File: src/rtl/instr_encoder.sv
// rtl/instr_encoder.sv - field-level instruction encoder and sequential instruction-memory writer
//
// Purpose:
//   Takes field-level instruction requests over a valid/ready handshake.
//   Each accepted request is packed into a 32-bit word using the team opcode map.
//   The words are written to consecutive instruction-memory addresses.
//   The boot/test loader uses this block to fill instruction memory before the CPU leaves reset.
//
// Ports:
//   clk_i        rising-edge clock
//   rst_i        asynchronous active-low reset
//   flush_i      synchronous clear: pointer/count to 0, abort pending write, leave DONE
//   req_valid_i  request present
//   req_ready_o  request can be accepted this cycle
//   req_last_i   accepted request is the last word of the program
//   kind_i       0=R 1=ALU-imm 2=lw 3=sw 4=beq 5=bne 6=j 7=jal
//   rs_i, rt_i, rd_i, shamt_i, funct_i, imm_i, target_i
//                instruction fields
//   mem_we_o     write strobe
//   mem_addr_o   write address
//   mem_data_o   write data
//   count_o      words written since reset/flush
//   full_o       count_o == DEPTH
//   done_o       last word written; no further requests accepted
module instr_encoder #(
  parameter int AW    = 6,
  parameter int DEPTH = 64
) (
  input  logic          clk_i,
  input  logic          rst_i,
  input  logic          flush_i,
  input  logic          req_valid_i,
  output logic          req_ready_o,
  input  logic          req_last_i,
  input  logic [2:0]    kind_i,
  input  logic [4:0]    rs_i,
  input  logic [4:0]    rt_i,
  input  logic [4:0]    rd_i,
  input  logic [4:0]    shamt_i,
  input  logic [5:0]    funct_i,
  input  logic [15:0]   imm_i,
  input  logic [25:0]   target_i,
  output logic          mem_we_o,
  output logic [AW-1:0] mem_addr_o,
  output logic [31:0]   mem_data_o,
  output logic [AW:0]   count_o,
  output logic          full_o,
  output logic          done_o
);

  typedef enum logic [1:0] {ACCEPT, WRITE, DONE} stateT;

  localparam logic [AW:0] depthW = (AW+1)'(DEPTH);

  stateT       state;
  logic [AW:0] count;
  logic [31:0] word;
  logic        lastFlag;
  logic        memWe;
  logic        doneReg;
  logic [5:0]  opcode;
  logic [31:0] encWord;
  logic        isFull;

  // The write pointer equals the count.
  // The pointer and the count both advance together on each completed write.
  // Both also clear together.
  // The pointer never wraps because writes stop at DEPTH.
  assign isFull      = (count == depthW);
  assign req_ready_o = (state == ACCEPT) && !isFull && !flush_i;
  assign mem_we_o    = memWe;
  assign mem_addr_o  = count[AW-1:0];
  assign mem_data_o  = word;
  assign count_o     = count;
  assign full_o      = isFull;
  assign done_o      = doneReg;

  always_comb begin
    opcode  = 6'b111111;
    encWord = 32'd0;
    case (kind_i)
      3'd0: opcode = 6'b111111;
      3'd1: opcode = 6'b110111;
      3'd2: opcode = 6'b100001;
      3'd3: opcode = 6'b100011;
      3'd4: opcode = 6'b111011;
      3'd5: opcode = 6'b100101;
      3'd6: opcode = 6'b100010;
      3'd7: opcode = 6'b100111;
      default: opcode = 6'b111111;
    endcase
    if (kind_i == 3'd0) begin
      encWord = {opcode, rs_i, rt_i, rd_i, shamt_i, funct_i};
    end else if (kind_i <= 3'd5) begin
      encWord = {opcode, rs_i, rt_i, imm_i};
    end else begin
      encWord = {opcode, target_i};
    end
  end

  always_ff @(posedge clk_i or negedge rst_i) begin
    if (!rst_i) begin
      state    <= ACCEPT;
      count    <= '0;
      word     <= '0;
      lastFlag <= 1'b0;
      memWe    <= 1'b0;
      doneReg  <= 1'b0;
    end else if (flush_i) begin
      // A write in flight is dropped without being counted.
      state    <= ACCEPT;
      count    <= '0;
      lastFlag <= 1'b0;
      memWe    <= 1'b0;
      doneReg  <= 1'b0;
    end else begin
      case (state)
        ACCEPT: begin
          if (req_valid_i && !isFull) begin
            word     <= encWord;
            lastFlag <= req_last_i;
            memWe    <= 1'b1;
            state    <= WRITE;
          end
        end
        WRITE: begin
          memWe <= 1'b0;
          count <= count + 1'b1;
          if (lastFlag) begin
            state   <= DONE;
            doneReg <= 1'b1;
          end else begin
            state <= ACCEPT;
          end
        end
        DONE: begin
          state <= DONE;
        end
        default: begin
          state <= ACCEPT;
          memWe <= 1'b0;
        end
      endcase
    end
  end

endmodule

File: config.mk
export PLATFORM = sky130hd
export DESIGN_NAME = instr_encoder
export DESIGN_NICKNAME = d
export VERILOG_FILES = /design/src/rtl/instr_encoder.sv
export SDC_FILE = /design/constraint.sdc
export NUM_CORES = 1
export LEC_CHECK = 0
export CORE_UTILIZATION = 30
export CTS_BUF_LIST = sky130_fd_sc_hd__clkbuf_4
export CTS_CLUSTER_SIZE = 8
export DETAILED_ROUTE_END_ITERATION = 10
export HOLD_SLACK_MARGIN = 0.03
export PLACE_DENSITY = 0.66
export SLEW_MARGIN = 25
export SYNTH_ARGS = -nofsm -noshare
export SYNTH_HDL_FRONTEND = slang
export SYNTH_SLANG_ARGS = --single-unit
File: constraint.sdc
create_clock -name clk_i -period 1.9 [get_ports clk_i]
set_clock_uncertainty 0.1 [all_clocks]
set_input_delay 0.475 -clock clk_i [delete_from_list [all_inputs] [get_ports clk_i]]
set_output_delay 0.475 -clock clk_i [all_outputs]
set_load 0.01 [all_outputs]
==> results of run 1 <==
cells by family after synthesis:
logic type      after synthesis  synth area share (%)
xor+xnor                      6                  2.20
compound gates               71                  21.3
fa+ha+maj                     2                  1.05
mux                          11                  4.81
flops                        44                  46.0
buf+inv                      32                  7.74
simple gates                 79                  16.8
cells in the mapped netlist (2+ instances only):
cell type and instances:
mux2i_1 10, inv_1 5, xor2_1 5, nor2_1 15, ha_1 2, a21oi_1 3, buf_4 6, nand4_1 3
nor2b_1 2, nand2_1 33, a32o_1 16, clkbuf_1 11, nor4_1 2, nand2b_1 2, nor3b_1 17, o21ai_1 28
a211oi_1 16, buf_2 4, dfrtp_1 44, buf_6 5, o21ai_0 2
per-stage QoR:
stage / instance area (sq um) / cells / TNS, ps / setup slack [ps]
global route: 3980 / 486 / -3790 / -283
floorplan: 2390 / 245 / 0 / 28.8
detailed placement: 3870 / 476 / -13520 / -438
CTS: 3960 / 486 / -1750 / -240
finish: 3980 / 486 / -2110 / -209
global placement: 3870 / 476 / -13330 / -418
cell type report:
class | instances | area, sq um | share of cell area [%]
sequential | 44 | 1100 | 27.7
inverter | 6 | 22.5 | 0.566
tap | 102 | 128 | 3.21
clock inverter | 1 | 30.0 | 0.754
multi-input combinational | 169 | 1130 | 28.3
clock buffer | 5 | 37.5 | 0.943
timing repair buffer | 159 | 1540 | 38.6
final timing paths:
check | startpoint | endpoint | slack, ps
min in group asynchronous | rst_i | mem_data_o[24]$_DFFE_PN0P_ | 520
max reg2reg | state[0]$_DFFE_PN0P_ | mem_data_o[19]$_DFFE_PN0P_ | 20
min reg2reg | mem_data_o[31]$_DFFE_PN0P_ | mem_data_o[31]$_DFFE_PN0P_ | 380
max | count_o[5]$_DFFE_PN0P_ | req_ready_o | -210
max in group asynchronous | rst_i | mem_data_o[2]$_DFFE_PN0P_ | 960
min | mem_data_o[31]$_DFFE_PN0P_ | mem_data_o[31]$_DFFE_PN0P_ | 380
flip-flops by register name, summed over array words and instances (netlist names):
signal	cells
mem_data_o	32
count_o	7
state	2
done_o	1
lastFlag	1
mem_we_o	1
power by group:
part,leakage [nW],internal (W),switching [W]
Combinational,1.26,0.000514,0.000350
Sequential,0.561,0.00107,0.0000682
Clock,0.0371,0.000264,0.000284
Total,1.86,0.00185,0.000702
per-layer routing:
layer  vias up  part of all wire [%]  GRT usage [%]
li1       1156                     -              -
met1      1065                    42           19.0
met2        88                    49           29.2
met3        11                   7.3           4.94
met4         0                   1.7           6.08
met5         -                     0              0
timing repair:
action                     in CTS  in global routing
gates resized for setup        25                 10
hold buffers                    1                  0
pin swaps                       2                  0
setup endpoints to repair      38                 42
setup buffers                   3                  0
hold endpoints to repair       44                  0
critical path: stages, from the launching register on:
cell     delay (ps)
dfrtp_1         410
nor4_2          270
buf_4           150
and3_4          180
nor4_2           40
buf_2           140
==> results.json, run 1 <==
{
  "status": "finished, violations left",
  "violations": "setup timing",
  "synth_top_area_cell": "dfrtp_1",
  "dr.pass1.iters": 4,
  "critPathLaunchType": "flip-flop",
  "syn_area_per_cell_sq_um": 9.76,
  "nNetsFinal": 463,
  "worst-path-max-fanout": 3,
  "die-area_sq_um": 8340,
  "drt-total-wl_um": 6540,
  "ir_drop_v": 0.000326,
  "ys_async_sr_fraction_pct": 100,
  "drive_gt1_share_pct": 13.3,
  "fillCellCount": 722,
  "max-clock-path-buffers": 2,
  "diodes": 0,
  "p_total_w": 0.00255,
  "synthCells": 245,
  "grt_usage_pct": 16.6,
  "holdCritPathClass": "reg -> reg",
  "grt_pass1_wl_um": 11000,
  "wl_per_cell_um": 13.5,
  "core_area_sq_um": 7730,
  "tritoncts": "yes",
  "grt_max_degree": 49,
  "slew_viol_final": 0,
  "synth_fp_nets": 323,
  "tightest_slew_ps": 490,
  "die_x_um": 91.3,
  "first_global_vias": 2413,
  "numCtsBuffers": 5,
  "crit_type": "reg -> out",
  "ant_nets": 0,
  "synth_edf_count": 0,
  "synth-seq-cells": 44,
  "die_y_um": 91.3,
  "synth_ff_type": "dfrtp_1",
  "fin_crit_sh_pct": 111,
  "p_per_area_nw_per_um2": 640,
  "num_rows": 32,
  "clock-sinks": 44,
  "slew_headroom_pct": 67.3,
  "via_per_inst": 4.77,
  "worstRegToRegCells": 5,
  "p_leak_nw": 1.86,
  "setup_viol": 30,
  "rsz0062_at_grt": "true",
  "start_util_pct": 31.0,
  "fin_hold_ws_ps": 384,
  "area_growth_pct": 66.4,
  "mostFrequentLayoutCell": "clkdlybuf4s50_1",
  "synth_area_leaders": "dfrtp_1 (46%), a32o_1 (6.7%), o21ai_1 (5.9%), nor3b_1 (5.3%), nand2_1 (5.2%)",
  "fin_ws_ps": -209,
  "synth-seq-area-share_pct": 46.0,
  "drtIter0Drc": 86,
  "grt_overflow": 0,
  "fmax_mhz": 474,
  "vias": 2320,
  "required_ps": 1320,
  "final_core_util_pct": 51.5,
  "cp.arrival_ps": 1530,
  "portBuffers": 124,
  "gp_congestion": 0.751,
  "clk_pin_slew_ps": 120,
  "whs_path_depth": 1,
  "period_needed_ps": 2110,
  "hold_viol": 0,
  "netlist.area_leader.share_pct": 46.0,
  "clock_latency_ps": 340,
  "io_pins": 125,
  "layout_common_cells": "clkdlybuf4s50_1 (100), dfrtp_1 (44), nand2_1 (33), buf_4 (31), o21ai_1 (28)",
  "htreeDepth": 2,
  "maxCapViolCount": 0,
  "cts_root_buffer": "clkbuf_4",
  "syn_area_sq_um": 2390,
  "yosysUniqueCellTypes": 35,
  "yosysWarnings": 0,
  "antenna_found_initial": 0,
  "crit_path_end_kind": "output pin",
  "dp_hpwl_um": 5020,
  "route.detailed.drc": 0
}
Note: power is estimated with default switching activity, not from simulation.
==> run 2: changes to the inputs <==
Settings changed: SKIP_LAST_GASP set to 1.
==> run 2 against run 1 <==
  * Core utilization unchanged
  * Highest routed layer unchanged
  * Total power barely moved
  * Worst setup slack better by 1.4 ps
  * Global-route usage is the same
  * The flow still finishes with violations (setup timing)
  * Non-clock buffer count unchanged
  * Clock-buffer cell count is the same
  * Wire length about the same
  * First-iteration DRC count unchanged
  * Sequential share of layout area unchanged
  * Sequential power about the same
  * Final area unchanged
  * Critical endpoint unchanged
  * Via count hardly changed
==> results.json, run 2 (synthesized netlist as in run 1, its figures left out) <==
{
  "status": "finished, violations left",
  "violations": "setup timing",
  "tightest_slew_ps": 490,
  "fillCellCount": 722,
  "place_area_sq_um": 3870,
  "portBuffers": 124,
  "first_global_vias": 2413,
  "largest_register_ffs": 32,
  "slew_headroom_pct": 67.3,
  "start_util_pct": 31.0,
  "vias": 2318,
  "clkPwrFrac_pct": 21.5,
  "gp_congestion": 0.751,
  "fin_ws_ps": -207,
  "die-area_sq_um": 8340,
  "dp_hpwl_um": 5020,
  "antenna_found_initial": 0,
  "hold_viol": 0,
  "p_switching_w": 0.000702,
  "cp.arrival_ps": 1530,
  "setup_viol": 30,
  "period_needed_ps": 2110,
  "drive_gt1_share_pct": 13.3,
  "crit_type": "reg -> out",
  "ant_nets": 0,
  "max-clock-path-buffers": 2,
  "fmax_mhz": 475,
  "required_ps": 1320,
  "switching_share_pct": 27.5,
  "clock-sinks": 44,
  "io_pins": 125,
  "crit_path_end_kind": "output pin",
  "tritoncts": "yes",
  "grt_overflow": 0,
  "grt_usage_pct": 16.6,
  "fin_crit_sh_pct": 111,
  "p_leak_nw": 1.86,
  "clk_pin_slew_ps": 120,
  "slew_viol_final": 0,
  "diodes": 0,
  "grt_pass1_wl_um": 11000,
  "final_core_util_pct": 51.5,
  "cts_root_buffer": "clkbuf_4",
  "rrSetupSlack_ps": 20,
  "core_area_sq_um": 7730,
  "area_growth_pct": 66.4,
  "holdCritPathClass": "reg -> reg",
  "clock_latency_ps": 340,
  "rsz0062_at_grt": "true",
  "stdcell_area_sq_um": 3980,
  "p_seq_share_pct": 44.6,
  "via_per_inst": 4.77,
  "dr.pass1.iters": 4,
  "critPathLaunchType": "flip-flop",
  "p_total_w": 0.00255,
  "die_x_um": 91.3,
  "layout_common_cells": "clkdlybuf4s50_1 (100), dfrtp_1 (44), nand2_1 (33), buf_4 (31), o21ai_1 (28)",
  "drt-total-wl_um": 6540,
  "p_per_area_nw_per_um2": 640,
  "nNetsFinal": 463,
  "htreeDepth": 2,
  "num_rows": 32,
  "fin_hold_ws_ps": 384,
  "maxCapViolCount": 0,
  "multi_input_area_sq_um": 1130,
  "grt_max_degree": 49,
  "seq_area_sq_um": 1100,
  "internal_power_w": 0.00185,
  "p_comb_share_pct": 33.9,
  "mostFrequentLayoutCell": "clkdlybuf4s50_1",
  "die_y_um": 91.3,
  "numCtsBuffers": 5,
  "ir_drop_v": 0.000326,
  "route.detailed.drc": 0,
  "worstRegToRegCells": 5,
  "worst-path-max-fanout": 3,
  "wl_per_cell_um": 13.5,
  "drtIter0Drc": 86,
  "whs_path_depth": 1
}
==> run 2: cell counts in the layout (fill, tap and decap cells not counted) <==
Identical to the previous run, type by type.
==> run 2: critical path: stages (launching register included) <==
cell and delay, ps:
dfrtp_1 410, nor4_2 270, buf_4 150, and3_4 180, nor4_2 40, buf_2 140
==> run 2: layer usage <==
metal  vias to the layer above  GRT usage, %  share of wire (%)  wire [um]
li1                       1156             -                  -          -
met1                      1063          19.0                 42       2760
met2                        88          29.2                 49       3200
met3                        11          4.94                7.3        476
met4                         0          6.08                1.7        110
met5                         -             0                  0          0
==> run 2: through the flow <==
step | std cells | TNS [ps] | setup slack (ps)
2_1_floorplan | 245 | 0 | 28.8
4_1_cts | 486 | -1760 | -245
5_1_grt | 486 | -3800 | -287
6_report | 486 | -2110 | -207
3_5_place_dp | 476 | -13520 | -438
3_3_place_gp | 476 | -13330 | -418
==> run 2: worst paths after layout <==
| kind | start | end |
|---|---|---|
| min reg2reg | mem_data_o[31]$_DFFE_PN0P_ | mem_data_o[31]$_DFFE_PN0P_ |
| max in group asynchronous | rst_i | mem_data_o[2]$_DFFE_PN0P_ |
| max | count_o[3]$_DFFE_PN0P_ | req_ready_o |
| max reg2reg | state[0]$_DFFE_PN0P_ | mem_data_o[19]$_DFFE_PN0P_ |
| min | mem_data_o[31]$_DFFE_PN0P_ | mem_data_o[31]$_DFFE_PN0P_ |
| min in group asynchronous | rst_i | mem_data_o[24]$_DFFE_PN0P_ |
==> run 2: power groups by stage <==
| stage | clock network, W | registers (W) | logic (W) |
|---|---|---|---|
| after global placement | 0 | 0.00115 | 0.000876 |
| after detailed placement | 0 | 0.00116 | 0.000886 |
| final | 0.000548 | 0.00114 | 0.000864 |
| after floorplan | 0 | 0.00122 | 0.000271 |
| after global routing | 0.000602 | 0.00116 | 0.000944 |
| after CTS | 0.000577 | 0.00114 | 0.000885 |
==> run 2: final cells by class <==
type                    instances  share of cell area, %
multi-input cells             169                   28.3
clock inverters                 1                  0.754
inverters                       6                  0.566
clock buffers                   5                  0.943
well taps                     102                   3.21
flip-flops and latches         44                   27.7
repair buffers                159                   38.6
==> run 2: what timing repair did <==
item / 4_1_cts / 5_1_grt
hold buffers: 1 / 0
setup buffers: 3 / 0
cloned: 0 / 0
endpoints found under the setup margin: 38 / 42
pin swaps: 1 / 2
endpoints found under the hold margin: 44 / 0
gates resized for setup: 25 / 10
==> run 3: changes to the inputs <==
Settings changed: CTS_BUF_LIST sky130_fd_sc_hd__clkbuf_4 to sky130_fd_sc_hd__clkbuf_2, TNS_END_PERCENT set to 30.
==> run 3 against run 2 <==
  * The flow still finishes with violations (setup timing)
  * Clock power shrank 10%
  * Cell count rose by 0.41%
  * Global-route usage is the same
  * Clock-buffer cell count is the same
  * Critical path type unchanged
  * Largest power group unchanged
  * Highest routed layer unchanged
==> results.json, run 3 (synthesized netlist as in run 1, its figures left out) <==
{
  "fin_hold_ws_ps": 391,
  "switching_share_pct": 28.2,
  "numCtsBuffers": 5,
  "critPathLaunchType": "flip-flop",
  "crit_path_end_kind": "output pin",
  "p_seq_share_pct": 45.4,
  "worst-path-max-fanout": 3,
  "antenna_found_initial": 0,
  "die_x_um": 91.3,
  "io_pins": 125,
  "dr.pass1.iters": 4,
  "worstReg2RegStart": "state[0]$_DFFE_PN0P_",
  "tightest_slew_ps": 490,
  "die_y_um": 91.3,
  "gp_congestion": 0.751,
  "required_ps": 1320,
  "vias": 2341,
  "finalNonFillerCells": 488,
  "die-area_sq_um": 8340,
  "core_area_sq_um": 7730,
  "nNetsFinal": 465,
  "path_buf_inv": 2,
  "grt_usage_pct": 16.6,
  "path_delay_family": "simple AND/OR/NAND/NOR gates",
  "maxCapViolCount": 0,
  "htreeDepth": 2,
  "drtIter0Drc": 69,
  "p_switching_w": 0.000705,
  "p_leak_nw": 1.97,
  "rsz0062_at_grt": "true",
  "holdCritPathClass": "reg -> reg",
  "dp_hpwl_um": 5020,
  "p_per_area_nw_per_um2": 625,
  "start_util_pct": 31.0,
  "clkPwrFrac_pct": 19.7,
  "drt-total-wl_um": 6600,
  "fin_ws_ps": -279,
  "max-clock-path-buffers": 2,
  "cp.arrival_ps": 1600,
  "route.detailed.drc": 0,
  "slew_headroom_pct": 67.3,
  "num_rows": 32,
  "drive_gt1_share_pct": 14.2,
  "largest_register_ffs": 32,
  "hold_viol": 0,
  "worst_path_most_repeated_cell": "nor4_2",
  "placed_cells": 476,
  "cts_root_buffer": "clkbuf_2",
  "period_needed_ps": 2180,
  "mostFrequentLayoutCell": "clkdlybuf4s50_1",
  "fin_tns_setup_ps": -862,
  "diodes": 0,
  "p_comb_share_pct": 34.8,
  "violations": "setup timing",
  "pre_cts_slack_ps": -438,
  "grt_max_degree": 49,
  "cp_slowest_cell": "dfrtp_1",
  "ir_drop_v": 0.000311,
  "worstHoldStart": "mem_data_o[31]$_DFFE_PN0P_",
  "grt_overflow": 0,
  "first_global_vias": 2413,
  "layout_common_cells": "clkdlybuf4s50_1 (92), dfrtp_1 (44), nand2_1 (33), buf_4 (33), o21ai_1 (28)",
  "grt_pass1_wl_um": 11000,
  "path_cells": "nor4_2 -> buf_4 -> and3_4 -> nor4_2 -> buf_2",
  "rrSetupSlack_ps": 10,
  "critPathMaxStageDelay_ps": 430,
  "area_growth_pct": 67.1,
  "wl_per_cell_um": 13.5,
  "setup_viol": 25,
  "slew_viol_final": 0,
  "via_per_inst": 4.80,
  "clock_latency_ps": 390,
  "fmax_mhz": 459,
  "portBuffers": 124,
  "ant_nets": 0,
  "crit_type": "reg -> out",
  "tritoncts": "yes",
  "fin_crit_sh_pct": 115,
  "status": "finished, violations left",
  "clock-sinks": 44,
  "critPathLaunch": "count_o[3]$_DFFE_PN0P_",
  "clk_pin_slew_ps": 210,
  "internal_power_w": 0.00179
}
==> run 3: changes by cell type in the layout (fill, tap and decap cells not counted), moves of 5 or more <==
cell             previous run  this run
clkbuf_2                    0         5
clkbuf_4                    5         0
clkdlybuf4s50_1           100        92
dlymetal6s2s_1              8        17
==> run 3: metrics by stage <==
stage          instance area, sq um  total power [W]  utilization, %
2_1_floorplan                  2390          0.00149               -
3_3_place_gp                   3870          0.00203            50.0
3_5_place_dp                   3870          0.00205            50.0
4_1_cts                        3940          0.00255            51.0
5_1_grt                        4000          0.00265            51.7
6_report                       4000          0.00250            51.7
==> run 3: layout make-up <==
type,count,area [sq um]
sequential,44,1100
multi-input combinational,169,1130
fill,721,3730
timing repair buffer,161,1560
inverter,6,22.5
clock inverter,1,30.0
clock buffer,5,25.0
tap,102,128
==> run 3: power by group through the flow <==
stage	sequential [W]	clock [W]	combinational (W)
finish	0.00113	0.000493	0.000871
global route	0.00116	0.000547	0.000951
CTS	0.00114	0.000523	0.000886
detailed placement	0.00116	0	0.000886
global placement	0.00115	0	0.000876
floorplan	0.00122	0	0.000271
==> run 3: worst register-to-register path, delay by kind of cell (launching register included) <==
kind,cells,cell delay [ps]
AO/OA/AOI/OAI,2,400
buffers and inverters,1,220
flip-flops,1,460
AND/OR/NAND/NOR,2,630
==> run 3: path summary, 6_finish.rpt <==
path	endpoint	cells after the start
max	req_ready_o	5
min	mem_data_o[31]$_DFFE_PN0P_	1
max reg2reg	mem_data_o[19]$_DFFE_PN0P_	5
min reg2reg	mem_data_o[31]$_DFFE_PN0P_	1
max in group asynchronous	mem_data_o[2]$_DFFE_PN0P_	3
min in group asynchronous	mem_data_o[24]$_DFFE_PN0P_	3
==> run 3: timing repair <==
item / CTS / global route
hold endpoints to repair: 44 / 0
setup buffers: 3 / 2
hold buffers: 1 / 0
pin swaps: 1 / 2
gates resized for setup: 30 / 17
setup endpoints to repair: 49 / 69
==> run 3: layer usage <==
metal  wire length (um)  GRT usage, %  vias to the layer above  share of wire, %
met3                483          4.94                       11               7.3
met5                  0             0                        -                 0
met4                110          6.08                        0               1.7
li1                   -             -                     1163                 -
met2               3210          29.2                       84                49
met1               2790          19.0                     1083                42
